<file path="src/rtl/mips_pkg.sv">
// Shared definitions for the single-cycle MIPS core: next-PC select encodings
// and default fetch-space geometry.
package mips_pkg;

  typedef enum logic [1:0] {
    NPC_SEQ = 2'b00,
    NPC_BR  = 2'b01,
    NPC_J   = 2'b10,
    NPC_JR  = 2'b11
  } npc_sel_e;

  localparam logic [31:0] PC_RESET_DEFAULT = 32'h0000_3000;
  localparam int unsigned IMEM_AW_DEFAULT  = 11;

endpackage

</file>
<file path="src/rtl/npc.sv">
// Combinational next-PC calculator: sequential, PC-relative branch,
// pseudo-direct jump and register jump.
module npc
  import mips_pkg::*;
(
  input  logic [31:0] pc,
  input  logic [1:0]  npc_sel,
  input  logic        branch_taken,
  input  logic [15:0] imm16,
  input  logic [25:0] target26,
  input  logic [31:0] jr_addr,
  output logic [31:0] npc,
  output logic [31:0] pc_plus4
);

  logic [31:0] w_br_off;
  logic [31:0] w_br_tgt;
  logic [31:0] w_j_tgt;

  assign pc_plus4 = pc + 32'd4;
  // Branch offset counts words relative to the delay-slot-free PC+4.
  assign w_br_off = {{14{imm16[15]}}, imm16, 2'b00};
  assign w_br_tgt = pc_plus4 + w_br_off;
  assign w_j_tgt  = {pc_plus4[31:28], target26, 2'b00};

  always_comb begin
    npc = pc_plus4;
    unique case (npc_sel_e'(npc_sel))
      NPC_SEQ: npc = pc_plus4;
      NPC_BR:  npc = branch_taken ? w_br_tgt : pc_plus4;
      NPC_J:   npc = w_j_tgt;
      NPC_JR:  npc = jr_addr;
    endcase
  end

endmodule

</file>
<file path="src/rtl/ifu.sv">
// Instruction fetch unit: PC and fetch-count registers, next-PC selection,
// word-address translation into instruction memory and fetch-address check.
module ifu
  import mips_pkg::*;
#(
  parameter logic [31:0] PC_RESET = PC_RESET_DEFAULT,
  parameter int unsigned IMEM_AW  = IMEM_AW_DEFAULT
) (
  input  logic               clk,
  input  logic               reset,
  input  logic               stall,
  input  logic [1:0]         npc_sel,
  input  logic               branch_taken,
  input  logic [15:0]        imm16,
  input  logic [25:0]        target26,
  input  logic [31:0]        jr_addr,
  output logic [31:0]        pc,
  output logic [31:0]        pc_plus4,
  output logic [IMEM_AW-1:0] imem_addr,
  output logic               addr_err,
  output logic [31:0]        instr_cnt
);

  // One past the last byte of the fetch window; 33 bits so it cannot wrap.
  localparam logic [32:0] PcLimit = {1'b0, PC_RESET} + (33'd4 << IMEM_AW);

  logic [31:0] r_pc;
  logic [31:0] r_cnt;
  logic [31:0] w_pc_d;
  logic [31:0] w_cnt_d;
  logic [31:0] w_npc;
  logic [31:0] w_off;
  logic        unused_off;

  npc u_npc (
    .pc           (r_pc),
    .npc_sel      (npc_sel),
    .branch_taken (branch_taken),
    .imm16        (imm16),
    .target26     (target26),
    .jr_addr      (jr_addr),
    .npc          (w_npc),
    .pc_plus4     (pc_plus4)
  );

  always_comb begin
    w_pc_d  = w_npc;
    w_cnt_d = r_cnt + 32'd1;
    if (reset) begin
      w_pc_d  = PC_RESET;
      w_cnt_d = 32'd0;
    end else if (stall) begin
      w_pc_d  = r_pc;
      w_cnt_d = r_cnt;
    end
  end

  always_ff @(posedge clk) begin
    r_pc  <= w_pc_d;
    r_cnt <= w_cnt_d;
  end

  assign w_off      = r_pc - PC_RESET;
  assign imem_addr  = w_off[IMEM_AW+1:2];
  assign unused_off = ^{w_off[31:IMEM_AW+2], w_off[1:0]};

  // Only flags the fault; recovery is the controller's job.
  assign addr_err = (r_pc[1:0] != 2'b00) || (r_pc < PC_RESET) || ({1'b0, r_pc} >= PcLimit);

  assign pc        = r_pc;
  assign instr_cnt = r_cnt;

endmodule

</file>
<file path="config.mk">
export PLATFORM = sky130hd
export DESIGN_NAME = ifu
export DESIGN_NICKNAME = d
export VERILOG_FILES = /design/src/rtl/mips_pkg.sv /design/src/rtl/npc.sv /design/src/rtl/ifu.sv
export SDC_FILE = /design/constraint.sdc
export NUM_CORES = 1
export LEC_CHECK = 0
export ABC_AREA = 1
export CORE_MARGIN = 3
export CORE_UTILIZATION = 45
export DETAILED_ROUTE_END_ITERATION = 10
export GPL_ROUTABILITY_DRIVEN = 0
export GPL_TIMING_DRIVEN = 1
export MAX_ROUTING_LAYER = met4
export PLACE_DENSITY = 0.78
export SYNTH_ARGS = -nofsm -noshare
export SYNTH_HDL_FRONTEND = slang
export SYNTH_SLANG_ARGS = --single-unit
</file>
<file path="constraint.sdc">
create_clock -name clk -period 4.2 [get_ports clk]
set_clock_uncertainty 0.1 [all_clocks]
set_input_delay 1.05 -clock clk [delete_from_list [all_inputs] [get_ports clk]]
set_output_delay 1.05 -clock clk [all_outputs]
set_load 0.03 [all_outputs]
</file>
# Yosys cells after proc, flatten, opt, wreduce, memory -nomap -nowiden
# Index checks and enable logic that the tools add are counted.
word_totals:
  reg_bits: 64
  in_bits: 80
  output_inout_bits: 108
  elab_cells: 17
op_classes:
  n_addsub: 4
  magnitude_cmp: 2
  n_eq_ne: 3
  n_mux: 2
  n_reduce_logical: 4
ops:
  columns: ["op", "n"]
  rows:
  - ["one-hot mux 32 bit (4 select lines)", 1]
  - ["adder 32 x 1 -> 32 bit, second input constant", 1]
  - ["adder 32 x 3 -> 32 bit, second input constant", 1]
  - ["adder 32 bit", 1]
  - ["greater-or-equal comparator 32 x 15 -> 1 bit, second input constant", 1]
  - ["less-than comparator 32 x 14 -> 1 bit, second input constant", 1]
  - ["two-way mux 32 bit", 1]
  - ["subtractor 13 bit, second input constant", 1]
  - ["equality test 2 bit, second input constant", 2]
  - ["equality test 2 x 1 -> 1 bit, second input constant", 1]
  - ["zero test 2 bit", 1]
  - ["logical OR 1 bit", 2]
  - ["nonzero test 2 bit", 1]

# Logic depth before layout (Yosys ltp)
logic_depth:
  depth_word: 4
  ltp_mapped: 28
  mapped_depth_nobuf: 28

# Hierarchy
# From an unflattened synthesis, not the netlist that was laid out.
hier_totals:
  cells_unflattened: 1275
  area_unflattened_um2: 7105.6
by_module_without_submodules:
  columns: ["module", "instances", "cells_each", "area_each_um2", "seq_area_each_um2"]
  rows:
  - ["npc", 1, 840, 4144.0, 0.0]
  - ["ifu", 1, 435, 2961.6, 1281.2]

# Worst setup path after synthesis
# No wires, ideal clock.
synth_timing:
  path_kind: "reg-to-reg"
  start: "register r_pc[2] (netlist: pc[2])"
  end: "register r_pc[15] (netlist: pc[15])"
  t_arrival_ns: 3.119
  required_time_ns: 3.991
  setup_slack_ns: 0.872
  path_stages_with_launch: 18
  path_buffers: 0
  period_less_slack_ns: 3.328
  path_cell_list: "dfxtp_1 ha_1 nand2_1 inv_2 nand2_1 inv_1 nand2_1 xor2_1 ha_1 a21oi_1 nand2_1 a21oi_1 nand2_1 or2_0 a31oi_1 o211ai_1 nand2_1 inv_1"
synth_via:
  elab_chain_len: 4
synth_rtl:
  columns: ["item", "line", "source"]
  rows:
  - ["start, declared", "ifu.sv:27", "logic [31:0] r_pc;"]
  - ["start signal, assigned", "ifu.sv:59", "r_pc <= w_pc_d;"]
  - ["adder 32 x 3 -> 32 bit", "npc.sv:20", "assign pc_plus4 = pc + 32'd4;"]
  - ["net pc_plus4[10]", "ifu.sv:18", "output logic [31:0] pc_plus4,"]
  - ["adder 32 bit", "npc.sv:23", "assign w_br_tgt = pc_plus4 + w_br_off;"]
  - ["two-way mux 32 bit", "npc.sv:30", "NPC_BR: npc = branch_taken ? w_br_tgt : pc_plus4;"]
  - ["one-hot mux 32 bit (4 select lines)", "npc.sv:28", "unique case (npc_sel_e'(npc_sel))"]
# The timed path passes the listed nets, and every way through them passes these cells.
# A chain may end at the register's enable or synchronous reset.

# Worst setup path in the final report
layout_timing:
  start: "register r_pc[12] (netlist: pc[12])"
  end: "output port pc_plus4[25]"
layout_via:
  elab_chain_len: 1
layout_rtl:
  columns: ["item", "line"]
  rows:
  - ["adder 32 x 3 -> 32 bit", "npc.sv:20"]
  - ["end, declared", "ifu.sv:18"]
# No other way between the ends.

==> run metrics <==
leakage power 4.07 nW; unrepaired setup endpoints after global routing no; Syn Inst Count 1141; crit path time final 3.94 ns; xor and xnor fraction of the mapped netlist area 3.73%; number of distinct standard cells referenced by the synthesized netlist 56; Clk Tree Root Cell clkbuf_16; TritonCTS clock tree built; maximum fanout along the worst path 7; wire length of the first global-routing pass 39.4 mm; vertical die dimension 128 um; post-CTS sizing 0; final count of pins violating max slew 0; library cell with the highest instance count after synthesis nand2_1; number of enable flip-flop cells after synthesis 0; CP Buf/Inv Count 2; clock transition at the registers of the reported paths 0.06 ns; Net Count, Synth 1260; Setup WS pre-CTS 0.466 ns; via count of the first global-routing pass 7621; area overhead of the layout relative to synthesis 34.5%; grt total ovfl 0; nets@finish 1435; H-tree depth 3; CTS Hold Bufs 0; final setup violating endpoints 0; Max-Slew Margin vs Limit 30.0%; placed insts 1489; layer carrying the most global-route usage met2; Setup Fix Bufs, Post-CTS 0; via count normalized by instance count 5.50; clock sink total 64; Global Route Usage Sum 30.6%; Inserted Clock Buffers 9; routing usage on met1 40.6%; Detailed Routing Iterations Pass 1 6; Max rail drop VDD 0.000211 V; f_max 254 MHz; count of warnings emitted by yosys 0; final hold violation count 0; Worst path max stage delay 0.69 ns; initial antenna violation count 0; Power per Cell Area 265 nW/um^2; Min-Delay Path Class flop to flop; Diodes inserted 0; area share of the largest cell type after synthesis 19.0%; initial DRC count 763; count of input and output buffers 187; top flip-flop cell by instance count after synthesis dfxtp_1; Total Die Area 16500 um^2; fraction of final layout cells with drive strength greater than 1 6.96%; cell type with the largest total area after synthesis dfxtp_1; vias post-DR 8275; clock latency at the later pin of the worst-skew pair 0.34 ns; buffers from clock root to sink, at most 2; HPWL after DPL 20.2 mm; library cell contributing the largest single delay on the critical path clkdlybuf4s50_1; dominant cells by area after synthesis dfxtp_1 19%, nand2_1 18%, inv_1 9.7%; area of the core 14600 um^2; dominant combinational cell family by area after synthesis simple AND/OR/NAND/NOR gates; pin count of the biggest net entering global routing 42; reg-to-reg slack, setup 0.51 ns; Critical Path Source Type flop; Total Power Consumption 2.41 mW; M2 GR Usage 46.6%; Routed WL per cell 16.7 um; sort of element at the end of the critical path output port; post-synthesis adder-cell area fraction 7.35%; Cell Area, Synth 6740 um^2; total negative setup slack 0 ns; critical path, cell by cell nand2_2 -> nor2_1 -> nand4_1 -> nor3_1 -> or2_2 -> nand2_1 -> inv_1 -> clkdlybuf4s50_1; FP Rows 44; category of the critical setup timing path flop to output port; basic-gate share of the synthesized area counting and, or, nand and nor cells 39.6%; compound-cell area share of the yosys netlist 16.7%; data required time at the worst endpoint 3.05 ns; mux share of post-synthesis cell area 0%; Arr. time, crit path 2.79 ns; #FFs+latches synth 64; non-filler cells in the finished layout 1505; smallest setup slack after layout 0.259 ns; asr flop ratio synth 0%; met3 Track Usage GR 6.27%; period utilisation layout 93.8%; family with the most delay on the worst path simple AND/OR/NAND/NOR gates; Mean Syn Cell Area 5.91 um^2; most frequent cells after synthesis 322 x nand2_1, 175 x inv_1, 100 x nor2_1; portion of the post-synthesis area used by sequential elements 19.0%; effective utilization at floorplan 46.2%; antenna viol nets, final 0; final wirelength 25.1 mm; count of pins on the block boundary 188; Least-Margin Pin Slew 1.05 ns; result of the run finished, final reports clean; # Max-Cap Violations 0; Residual DRC 0; Horiz. Die Dim 128 um
[worst register-to-register path, cell delays in order, from the launching register on]
cell and delay (ns):
dfxtp_1 0.53, nand2_1 0.20, nor3_2 0.20, nand2_1 0.09, nor2_1 0.28, xor2_1 0.24
inv_1 0.15, ha_1 0.34, a21oi_1 0.23, nand2_1 0.15, a21oi_1 0.13, nand2_1 0.19
or2_0 0.26, a31oi_1 0.22, o211ai_1 0.14, nand2_1 0.09, inv_1 0.04
[kinds of logic (layout without fill, tap and decap cells)]
| logic type | count (synthesis) | after routing |
|---|---|---|
| adder cells (fa/ha/maj) | 39 | 39 |
| AO/OA/AOI/OAI | 193 | 193 |
| flip-flops | 64 | 64 |
| buffers and inverters | 229 | 409 |
| AND/OR/NAND/NOR | 589 | 589 |
| XOR/XNOR | 27 | 27 |
[final timing paths]
kind	to	cells past startpoint	start
worst min register to register	instr_cnt[5]$_SDFFE_PP0N_	2	instr_cnt[5]$_SDFFE_PP0N_
worst min-delay path	instr_cnt[5]$_SDFFE_PP0N_	2	instr_cnt[5]$_SDFFE_PP0N_
worst max-delay path	pc_plus4[25]	8	pc[12]$_SDFFE_PP1N_
worst max register to register	pc[15]$_SDFFE_PP0N_	16	pc[12]$_SDFFE_PP1N_
[per-layer routing]
layer  part of all wire [%]  vias up
met5                      0        -
met2                     44      488
met3                    9.8       58
li1                       -     4029
met4                    3.1        0
met1                     43     3700
[state kept, by name, indices dropped and copies added (netlist names)]
signal	flops
pc	32
instr_cnt	32
[stage by stage]
stage / utilization (%) / hold slack (ns) / area, um^2
global route: 62.1 / 0.416 / 9070
floorplan: - / 0.479 / 6740
CTS: 62.1 / 0.387 / 9070
detailed placement: 59.9 / 0.376 / 8740
global placement: 59.9 / 0.360 / 8740
finish: 62.1 / 0.388 / 9070
[report_power, final]
group          internal [mW]  total (mW)  switching [mW]  leakage (nW)
sequential             0.633       0.679          0.0460         0.523
combinational          0.349       0.911           0.561          3.40
clock                  0.523       0.815           0.293         0.149
[cell type report]
cell class / instances / area (um^2)
Tap cell: 184 / 230
Inverter: 194 / 728
Clock buffer: 10 / 229
Multi-Input combinational cell: 848 / 4540
Fill cell: 1388 / 5520
Timing Repair Buffer: 199 / 1960
Sequential cell: 64 / 1280
Clock inverter: 6 / 92.6
[layout by cell type (no fill, tap or decap), types with 17 or more instances in the layout]
master             n
a21oi_1           82
clkdlybuf4s50_1  187
dfxtp_1           64
ha_1              38
inv_1            175
inv_2             17
nand2_1          322
nand3_1           55
nand4_1           32
nor2_1           100
nor3_1            20
o21ai_0           47
xor2_1            21
(Power assumes the default switching activity.)
